`src/rtl/lime_io_sequencer.sv`:
```
// Table-driven stimulus/checker sequencer for the TheLime main_input/main_output pair.
// Applies each stimulus, waits for the expected answer and records cycles taken per test.
module lime_io_sequencer #(
   parameter int WIDTH     = 16,
   parameter int NUM_TESTS = 3,
   parameter int IDX_W     = 2,
   parameter int CNT_WIDTH = 32,
   parameter int TIMEOUT   = 1000000,
   parameter int SETTLE    = 2
) (
   input  logic                 CLK,
   input  logic                 RST_N,
   input  logic                 cfg_we,
   input  logic [IDX_W-1:0]     cfg_addr,
   input  logic [WIDTH-1:0]     cfg_stim,
   input  logic [WIDTH-1:0]     cfg_expect,
   input  logic                 start,
   input  logic [WIDTH-1:0]     dut_output,
   output logic [WIDTH-1:0]     dut_input,
   output logic                 busy,
   output logic                 done,
   output logic                 pass,
   output logic [IDX_W-1:0]     cur_index,
   output logic [IDX_W-1:0]     fail_index,
   input  logic [IDX_W-1:0]     rd_addr,
   output logic [CNT_WIDTH-1:0] rd_cycles
);

   localparam int                   DEPTH    = 1 << IDX_W;
   localparam logic [CNT_WIDTH-1:0] TO_C     = CNT_WIDTH'(TIMEOUT);
   localparam logic [CNT_WIDTH-1:0] SETTLE_C = CNT_WIDTH'(SETTLE);
   localparam logic [IDX_W-1:0]     LAST_IDX = IDX_W'(NUM_TESTS - 1);

   typedef enum logic [2:0] {S_IDLE, S_LOAD, S_WAIT, S_PASS, S_FAIL} state_t;

   state_t               state_q, state_d;
   logic [IDX_W-1:0]     idx_q, idx_d;
   logic [CNT_WIDTH-1:0] cnt_q, cnt_d;
   logic [WIDTH-1:0]     din_q, din_d;
   logic                 busy_q, busy_d;
   logic                 done_q, done_d;
   logic                 pass_q, pass_d;
   logic [IDX_W-1:0]     cur_q, cur_d;
   logic [IDX_W-1:0]     fail_q, fail_d;
   logic [CNT_WIDTH-1:0] rdc_q, rdc_d;
   logic [WIDTH-1:0]     stim_q [DEPTH];
   logic [WIDTH-1:0]     stim_d [DEPTH];
   logic [WIDTH-1:0]     exp_q  [DEPTH];
   logic [WIDTH-1:0]     exp_d  [DEPTH];
   logic [CNT_WIDTH-1:0] res_q  [DEPTH];
   logic [CNT_WIDTH-1:0] res_d  [DEPTH];

   logic [CNT_WIDTH-1:0] cnt_nxt;
   logic [IDX_W-1:0]     idx_nxt;
   logic                 match;

   assign cnt_nxt = cnt_q + CNT_WIDTH'(1);
   assign idx_nxt = idx_q + IDX_W'(1);
   assign match   = (cnt_q >= SETTLE_C) && (dut_output == exp_q[idx_q]);

   always_comb begin
      state_d = state_q;
      idx_d   = idx_q;
      cnt_d   = cnt_q;
      din_d   = din_q;
      busy_d  = busy_q;
      done_d  = done_q;
      pass_d  = pass_q;
      cur_d   = cur_q;
      fail_d  = fail_q;
      stim_d  = stim_q;
      exp_d   = exp_q;
      res_d   = res_q;
      rdc_d   = res_q[rd_addr];

      // Table write precedes start so a same-edge write is seen by LOAD.
      if (state_q == S_IDLE || state_q == S_PASS || state_q == S_FAIL) begin
         if (cfg_we && (32'(cfg_addr) < NUM_TESTS)) begin
            stim_d[cfg_addr] = cfg_stim;
            exp_d[cfg_addr]  = cfg_expect;
         end
         if (start) begin
            for (int i = 0; i < DEPTH; i++) res_d[i] = '0;
            idx_d   = '0;
            done_d  = 1'b0;
            pass_d  = 1'b0;
            state_d = S_LOAD;
         end
      end

      case (state_q)
         S_LOAD: begin
            din_d   = stim_q[idx_q];
            cnt_d   = '0;
            busy_d  = 1'b1;
            cur_d   = idx_q;
            state_d = S_WAIT;
         end
         S_WAIT: begin
            if (match) begin
               res_d[idx_q] = cnt_nxt;
               if (idx_q == LAST_IDX) begin
                  busy_d  = 1'b0;
                  done_d  = 1'b1;
                  pass_d  = 1'b1;
                  state_d = S_PASS;
               end else begin
                  idx_d = idx_nxt;
                  cur_d = idx_nxt;
                  din_d = stim_q[idx_nxt];
                  cnt_d = '0;
               end
            end else if (cnt_nxt == TO_C) begin
               res_d[idx_q] = TO_C;
               fail_d  = idx_q;
               busy_d  = 1'b0;
               done_d  = 1'b1;
               pass_d  = 1'b0;
               state_d = S_FAIL;
            end else begin
               cnt_d = cnt_nxt;
            end
         end
         default: ;
      endcase
   end

   always_ff @(posedge CLK) begin
      if (!RST_N) begin
         state_q <= S_IDLE;
         idx_q   <= '0;
         cnt_q   <= '0;
         din_q   <= '0;
         busy_q  <= 1'b0;
         done_q  <= 1'b0;
         pass_q  <= 1'b0;
         cur_q   <= '0;
         fail_q  <= '0;
         rdc_q   <= '0;
         for (int i = 0; i < DEPTH; i++) begin
            stim_q[i] <= '0;
            exp_q[i]  <= '0;
            res_q[i]  <= '0;
         end
      end else begin
         state_q <= state_d;
         idx_q   <= idx_d;
         cnt_q   <= cnt_d;
         din_q   <= din_d;
         busy_q  <= busy_d;
         done_q  <= done_d;
         pass_q  <= pass_d;
         cur_q   <= cur_d;
         fail_q  <= fail_d;
         rdc_q   <= rdc_d;
         stim_q  <= stim_d;
         exp_q   <= exp_d;
         res_q   <= res_d;
      end
   end

   assign dut_input  = din_q;
   assign busy       = busy_q;
   assign done       = done_q;
   assign pass       = pass_q;
   assign cur_index  = cur_q;
   assign fail_index = fail_q;
   assign rd_cycles  = rdc_q;

endmodule

```
`config.mk`:
```
export PLATFORM = sky130hd
export DESIGN_NAME = lime_io_sequencer
export DESIGN_NICKNAME = d
export VERILOG_FILES = /design/src/rtl/lime_io_sequencer.sv
export SDC_FILE = /design/constraint.sdc
export NUM_CORES = 1
export LEC_CHECK = 0
export ABC_CLOCK_PERIOD_IN_PS = 4500
export BUFFER_PORTS_ARGS = -buffer_cell sky130_fd_sc_hd__clkbuf_2
export CORE_AREA = 2 2 177 179
export CTS_CLUSTER_DIAMETER = 30
export DETAILED_ROUTE_END_ITERATION = 8
export DIE_AREA = 0 0 179 181
export MAX_ROUTING_LAYER = met4
export PLACE_DENSITY = 0.79
export RECOVER_POWER = 25
export SLEW_MARGIN = 5
export SYNTH_ARGS = -nofsm -noshare
export SYNTH_HDL_FRONTEND = slang
export SYNTH_SLANG_ARGS = --single-unit
```
`constraint.sdc`:
```
create_clock -name CLK -period 4.5 [get_ports CLK]
set_input_delay 1.125 -clock CLK [delete_from_list [all_inputs] [get_ports CLK]]
set_output_delay 1.125 -clock CLK [all_outputs]
set_load 0.005 [all_outputs]
```
After elaboration in Yosys (flattened, before gate mapping)
Index checks and enable logic that the tools add are counted.

Output and inout port bits: 55. Logic and storage cells: 127. Register bits: 348. Bits of input ports: 56.

Add/sub/neg operators: 2. Equal/unequal tests: 13. Reduce and logical (&&, ||, !) cells: 13. Muxes and demuxes: 61. Bitwise operators: 8. $lt $le $gt $ge: 8.

Operators by type and width (number): $mux 128 (5); $mux 32 (6); $mux 16 (9); $bwmux 128 (1); $bwmux 64 (2); $and 100x100->100 (1); $not 100->100 (1); $bmux 16 s2 (3); $bmux 32 s2 (1); $demux 32 s2 (1); $pmux 32 s2 (1); $add 32x1->32 const B (1); $demux 16 s2 (1); $eq 32x20->1 const B (1); $ge 32x2->1 const B (1); $pmux 16 s2 (1); $or 28x28->28 (1); $eq 16x16->1 (1); $mux 1 (15); $mux 3 (5); $mux 2 (7); $ge 3x3->1 const B (4); $ne 3x3->1 const B (4); $not 2->3 (4); other kinds (18) (28).

Depth between registers and ports, before layout
Gate-level depths: netlist of run 1.

Depth after elaboration: 10. Mapped depth: 13.

Least setup slack after synthesis of run 1
Ideal clock, no wire load.

Kind: reg-to-reg. From: register idx_q[1]. To: register din_q[10], in the netlist dut_input[10]. Arrival time: 3288 ps. Setup slack: 1075 ps. Buffers on the path: 6. Stages on the path, launching flop included: 12. Library setup time: 137 ps. Path through: dfxtp_1 -> clkbuf_1 -> buf_1 -> clkbuf_1 -> clkbuf_1 -> inv_1 -> ha_1 -> buf_1 -> clkbuf_1 -> mux4_2 -> mux2i_1 -> a211oi_1.

Longest elaborated chain between the ends: 8. Elaborated cells on any way between the ends: 21.

Ends and longest elaborated chain: from (decl) (RTL line 37) `logic [IDX_W-1:0] idx_q, idx_d;`; from (signal assigned) (RTL line 147) `idx_q <= idx_d;`; $add 2x1->2 / $not 2->3 (equally long branches) (RTL line 58, 59, 93); $not 2->3 (implied by the code) / $bmux 16 s2 (equally long branches) (RTL line 110, 59); $bmux 16 s2 / $mux 16 (equally long branches) (RTL line 110, 59); $mux 16 (on tied branches) (RTL line 110, 59); $mux 16 (implied by the code) / $eq 16x16->1 (equally long branches) (RTL line 110, 59); $mux 16 / $logic_and 1x1->1 (equally long branches) (RTL line 102, 59); $mux 16 / $ne 2x2->1 (equally long branches); $pmux 16 s2 / $reduce_and 3->1 (equally long branches); to (signal assigned) (RTL line 149) `din_q <= din_d;`; to (decl) (RTL line 39) `logic [WIDTH-1:0] din_q, din_d;`.

Parallel ways exist; a longest one is shown, timed or not. The select of a mux whose other input is x is not followed. A chain may end at the register's enable or synchronous reset.

Worst setup path after layout of run 1
From: register cnt_q[0]. To: register res_q[113] in the netlist's numbering.

Longest elaborated chain between the ends: 5. Elaborated cells on any way between the ends: 8.

Ends and longest elaborated chain: from (decl) (RTL line 38) `logic [CNT_WIDTH-1:0] cnt_q, cnt_d;`; from (signal assigned) (RTL line 148) `cnt_q <= cnt_d;`; $add 32x1->32 (RTL line 57) `assign cnt_nxt = cnt_q + CNT_WIDTH'(1);`; $eq 32x20->1 (RTL line 113) `end else if (cnt_nxt == TO_C) begin`; $mux 128 (RTL line 113); $mux 128 * (RTL line 100) `if (match) begin`; $mux 128 * (RTL line 91) `case (state_q)`; to (signal assigned) (RTL line 158) `res_q <= res_d;`; to (decl) (RTL line 50) `logic [CNT_WIDTH-1:0] res_q [DEPTH];`.

Every way passes the cells marked *; elsewhere a longest branch is shown, timed or not.

==> out/metrics.yaml, run 1 <==
pwr:
  seqPwrFrac_pct: 34.6
  combPwrFrac_pct: 4.2
  swShare_pct: 22.3
  p_int_mw: 7.10
  worst_ir_drop_vdd_uv: 333
  powerDensity_nw_per_um2: 497
  p_clk_share_pct: 61.2
  power.leakage_nw: 6.60
  power_mw: 9.15
  p_sw_mw: 2.04
clock_network:
  cts_resized: 0
  numCtsBuffers: 71
  clk_latency_ns: 0.57
  htreeDepth: 3
  cts_tree: "done"
  clk_pin_slew_ns: 0.05
  clock-root-buffer: "clkbuf_16"
  holdBufCountCts: 0
  clock-sinks: 348
  clockBufferDepth: 3
  post_cts_buffers: 0
outcome:
  status: "complete, but fails checks"
  violations: "max-capacitance violations, max-slew violations"
place:
  routabilityCongestion: 0.958
  numPortBuffers: 110
  dp_hpwl_um: 24700
timing:
  period_minus_slack_ns: 4.03
  rsz0062_at_grt: "false"
  hold_viol: 0
  setup_tns_ns: 0
  worst_slew_pin_slew_ns: 2.16
  fin_skew_ns: 0.0368
  maxSlewViolCount: 111
  setup_viol: 0
  slew_headroom_pct: -44.2
  fmaxAchievable_mhz: 248
  finalCritPeriodShare_pct: 89.5
min_path:
  worstHoldPathType: "reg2reg"
routing:
  wirelength_um: 40100
  first_pass_iters: 5
  num_vias: 12300
  vias_per_cell: 5.82
  antenna_left: 0
  drtIter0Drc: 1142
  drc: 0
  drt-wirelength-per-cell_um: 18.9
floorplan:
  start_util_pct: 49.7
  die_h_um: 181
  ios: 111
  coreArea_um2: 30300
  rows: 64
  die_w_um: 179
  die_area_um2: 32400
synth:
  synth_flop_cell: "dfxtp_1"
  netlist_instances: 1576
  ys_warn_count: 0
  seq_area_frac_synth_pct: 46.2
  synth_top_area_share_pct: 46.2
  syn-num-nets: 1638
  syn_area_per_cell_um2: 9.57
  yosys_register_bits: 348
  yosysMostFrequentCell: "dfxtp_1"
  synth_area_um2: 15100
  netlist_top_cells_count: "dfxtp_1 (348), nand2_1 (271), a21oi_1 (125)"
  synth_cell_types: 67
  synth_top_area_cell: "dfxtp_1"
  async_reset_ff_share_pct: 0
  ys_top_cells_by_area: "dfxtp_1 (46%), mux4_2 (12%), nand2_1 (6.7%), a21oi_1 (4.1%), o22ai_1 (3.1%)"
  synth_edf_count: 0
worst_setup_path:
  r2r_end: "res_q[113]"
  cp-endpoint: "res_q[113]"
  rr_worst_depth: 9
  start_kind: "flop"
  arrival_ns: 4.51
  r2r_slack_ns: 0.47
  critPathMaxFanout: 13
  startpoint: "cnt_q[0]"
  required_ns: 4.98
  critPathCaptureType: "flop"
  r2r_start: "cnt_q[0]"
  criticalPathCategory: "reg2reg"
grt:
  first_global_vias: 12300
  grt_pass1_wl_um: 63900
  grt_max_degree: 80
  antenna_found_initial: 3
  grt_use_total_pct: 25.4
  overflow: 0
cells_and_area:
  drive_above_1_share_pct: 20.1
  area_growth_pct: 21.9
  final_nets: 1728
  fin_util_pct: 60.6
  num-fill-cells: 2400
run:
  drv_cap: 2
## worst min-delay path by stage
stage                          start    endpoint  slack, ns  cells after the start
final                     res_q[112]  res_q[112]       0.45                      2
after global routing      res_q[124]  res_q[124]       0.46                      2
after CTS                  res_q[83]   res_q[83]       0.45                      2
after detailed placement  res_q[117]  res_q[117]       0.44                      2
after global placement     res_q[97]   res_q[97]       0.43                      2
after floorplan             exp_q[0]    exp_q[0]       0.42                      1
## metal layers
layer / global-route usage (%) / vias to the layer above / part of all wire [%]
met5: - / - / 0
met4: 10.6 / 0 / 2.4
met3: 5.56 / 81 / 7.8
met2: 40.1 / 501 / 49
met1: 31.5 / 5940 / 41
li1: - / 5800 / -
## placed cells by master, fill, tap and decap left out, types with 19 or more instances in the layout
cell,count
xnor2_1,28
mux4_2,80
nor2_1,48
clkbuf_1,43
a21oi_1,125
a211oi_1,22
inv_1,81
buf_4,31
clkbuf_2,73
mux2i_1,19
clkbuf_16,71
nand3_1,55
and2_1,65
o2bb2ai_1,34
nand2_1,271
dfxtp_1,346
o22ai_1,75
nand4_1,21
## power by group through the flow
stage / Combinational [mW] / Clock, mW / Sequential (mW)
after floorplan: 0.247 / 0 / 3.21
after global placement: 0.367 / 0 / 3.22
after detailed placement: 0.375 / 0 / 3.22
after CTS: 0.380 / 5.64 / 3.17
after global routing: 0.413 / 5.81 / 3.17
final: 0.381 / 5.60 / 3.17
## worst max-delay path, stage by stage (launching register included)
cell	delay, ns
dfxtp_1	0.59
ha_1	0.43
nand3_1	0.28
nor4_1	0.44
nand2_1	0.24
xor2_1	0.59
o2111ai_1	0.29
nor4_2	0.43
o21ai_1	0.38
a21oi_1	0.27
## stage by stage
stage | hold slack, ns | cell area [um2] | instances | setup slack [ns]
after floorplan | 0.424 | 15100 | 1576 | 1.07
after global placement | 0.433 | 15900 | 1989 | 0.732
after global routing | 0.461 | 18400 | 2118 | 0.182
final | 0.447 | 18400 | 2119 | 0.473
after CTS | 0.448 | 18400 | 2115 | 0.563
after detailed placement | 0.441 | 15900 | 1989 | 0.642
## cell type report
class	count	area, um2	area share (%)
Antenna cell	4	10.0	0.0544
Clock buffer	84	1910	10.4
Clock inverter	42	657	3.57
Inverter	83	313	1.70
Multi-Input combinational cell	1020	7290	39.7
Sequential cell	348	6970	37.9
Tap cell	396	495	2.70
Timing Repair Buffer	142	741	4.03
## sequential cells by signal (all words and copies together) (netlist names), 2 cells and up
name        flops
dut_input      16
state_q         3
idx_q           2
cnt_q          32
res_q         128
exp_q          64
stim_q         64
rd_cycles      32
fail_index      2
cur_index       2
## cells by family after synthesis
kind of cell	Yosys count	share of synthesized area (%)
AND/OR/NAND/NOR	548	17.7
multiplexers	101	13.4
AO/OA/AOI/OAI	321	14.1
buffers and inverters	208	5.58
adder cells (fa/ha/maj)	6	0.498
XOR/XNOR	44	2.56
flip-flops	348	46.2
(Power assumes the default switching activity.)
==> inputs of run 2 (changes only) <==
Settings changed: BUFFER_PORTS_ARGS -buffer_cell sky130_fd_sc_hd__clkbuf_2 to -buffer_cell sky130_fd_sc_hd__buf_2.
==> out/metrics.yaml, run 2 (synthesis results as in run 1) <==
outcome:
  status: "completed"
routing:
  drt-wirelength-per-cell_um: 19.1  # +0.70%
  drc: 0  # unchanged
  drtIter0Drc: 1047  # -8.3%
  num_vias: 12500  # +1.1%
  first_pass_iters: 6  # +1
  vias_per_cell: 5.86  # +0.75%
  antenna_left: 0  # unchanged
  wirelength_um: 40500  # +1.0%
clock_network:
  clk_pin_slew_ns: 0.05  # about the same
  clockBufferDepth: 3  # unchanged
  numCtsBuffers: 70  # -1.4%
  clock-root-buffer: "clkbuf_16"
  holdBufCountCts: 0  # unchanged
  clk_latency_ns: 0.58  # about the same
  clock-sinks: 348  # unchanged
  htreeDepth: 3  # unchanged
  cts_resized: 0  # unchanged
  cts_tree: "done"
  post_cts_buffers: 0  # unchanged
grt:
  grt_use_total_pct: 25.9  # +0.51 points
  grt_pass1_wl_um: 65600  # +2.5%
  first_global_vias: 12300  # +0.20%
  antenna_found_initial: 6  # +3
  grt_max_degree: 90  # +13%
  overflow: 0  # unchanged
floorplan:
  die_w_um: 179  # unchanged
  die_h_um: 181  # unchanged
  coreArea_um2: 30300  # unchanged
  rows: 64  # unchanged
  start_util_pct: 49.7  # unchanged
  ios: 111  # unchanged
  die_area_um2: 32400  # unchanged
place:
  dp_hpwl_um: 24800  # +0.40%
  routabilityCongestion: 0.934  # -2.4%
  numPortBuffers: 110  # unchanged
  post_dp_cell_area_um2: 15900  # +0.19%
cells_and_area:
  drive_above_1_share_pct: 20.5  # +0.46 points
  top_register: "res_q"
  fin_util_pct: 60.9  # +0.38 points
  largest_reg_flops: 128  # unchanged
  final_cell_mix: "dfxtp_1 (346), nand2_1 (271), a21oi_1 (125)"
  final_area_um2: 18500  # +0.62%
  multi_input_comb_area_um2: 7290  # unchanged
  num-fill-cells: 2392  # -0.33%
  seq_area_um2: 6970  # unchanged
  layout_commonest_cell: "dfxtp_1"
  area_growth_pct: 22.7
  final_nets: 1731  # +0.17%
  reg_top3: "res_q (128), exp_q (64), stim_q (64)"
timing:
  finalCritPeriodShare_pct: 89.0  # -0.46 points
  worst_slew_pin_slew_ns: 1.09  # -1.07 ns
  period_minus_slack_ns: 4.01  # -0.0206 ns
  setup_tns_ns: 0  # unchanged
  setup_viol: 0  # unchanged
  fmaxAchievable_mhz: 250  # +0.51%
  hold_viol: 0  # unchanged
  rsz0062_at_grt: "false"
  fin_skew_ns: 0.0355  # -0.00135 ns
  slew_headroom_pct: 27.3  # +72 points
  maxSlewViolCount: 0  # -100%
worst_setup_path:
  r2r_slack_ns: 0.49  # +0.02 ns
  required_ns: 4.98  # about the same
  r2r_start: "cnt_q[0]"
  rr_worst_depth: 11  # +2
  criticalPathCategory: "reg2reg"
  critPathMaxFanout: 14  # +1
  r2r_end: "res_q[47]"
  start_kind: "flop"
  critPathCaptureType: "flop"
  startpoint: "cnt_q[0]"
  arrival_ns: 4.49  # -0.02 ns
  cp-endpoint: "res_q[47]"
min_path:
  worstHoldPathType: "reg2reg"
run:
  drv_cap: 0  # -2
pwr:
  powerDensity_nw_per_um2: 498  # about the same
  worst_ir_drop_vdd_uv: 446  # +34%
  power.leakage_nw: 6.65  # +0.74%
run 2: area by class of cell:
type	instances	share of cell area, %
multi-input combinational	1020	39.4
sequential	348	37.7
clock buffer	84	10.3
timing repair buffer	146	4.19
clock inverter	43	3.95
tap	396	2.68
inverter	83	1.69
antenna	6	0.0812
run 2: stage by stage:
| stage | instances | power (mW) | worst slack (ns) | hold WS, ns |
|---|---|---|---|---|
| after floorplan | 1576 | 3.46 | 1.07 | 0.424 |
| after global placement | 1993 | 3.59 | 0.770 | 0.433 |
| after detailed placement | 1993 | 3.60 | 0.700 | 0.440 |
| after CTS | 2120 | 9.26 | 0.606 | 0.449 |
| after global routing | 2126 | 9.47 | 0.280 | 0.463 |
| final | 2126 | 9.21 | 0.494 | 0.450 |
run 2: worst min path at each step:
stage            endpoint  depth (start not counted)  startpoint
6_report       res_q[120]                          2  res_q[120]
5_1_grt          exp_q[4]                          1    exp_q[4]
4_1_cts         res_q[16]                          2   res_q[16]
3_5_place_dp    res_q[83]                          2   res_q[83]
3_3_place_gp   res_q[126]                          2  res_q[126]
2_1_floorplan    exp_q[0]                          1    exp_q[0]
run 2: critical path: stages (launching register included):
cell and delay (ns):
dfxtp_1 0.59, ha_1 0.43, nand3_1 0.27, nor4_1 0.46
nand2_1 0.26, xor2_1 0.22, buf_4 0.18, o2111ai_1 0.15
o31ai_1 0.13, a31oi_2 0.74, buf_4 0.36, o2bb2ai_1 0.14
run 2: power by group:
part           total, mW  leakage, nW  internal [mW]  switching (mW)
clock               5.66         1.27           3.87            1.79
sequential          3.16         2.81           3.13          0.0306
combinational      0.383         2.57          0.128           0.255
total               9.21         6.65           7.13            2.07
run 2: routing by layer:
metal | GRT usage, % | share of wire, % | vias up
li1 | - | - | 5816
met3 | 5.35 | 7.9 | 75
met5 | - | 0 | -
met2 | 41.4 | 49 | 523
met4 | 8.55 | 2.2 | 0
met1 | 32.9 | 41 | 6041
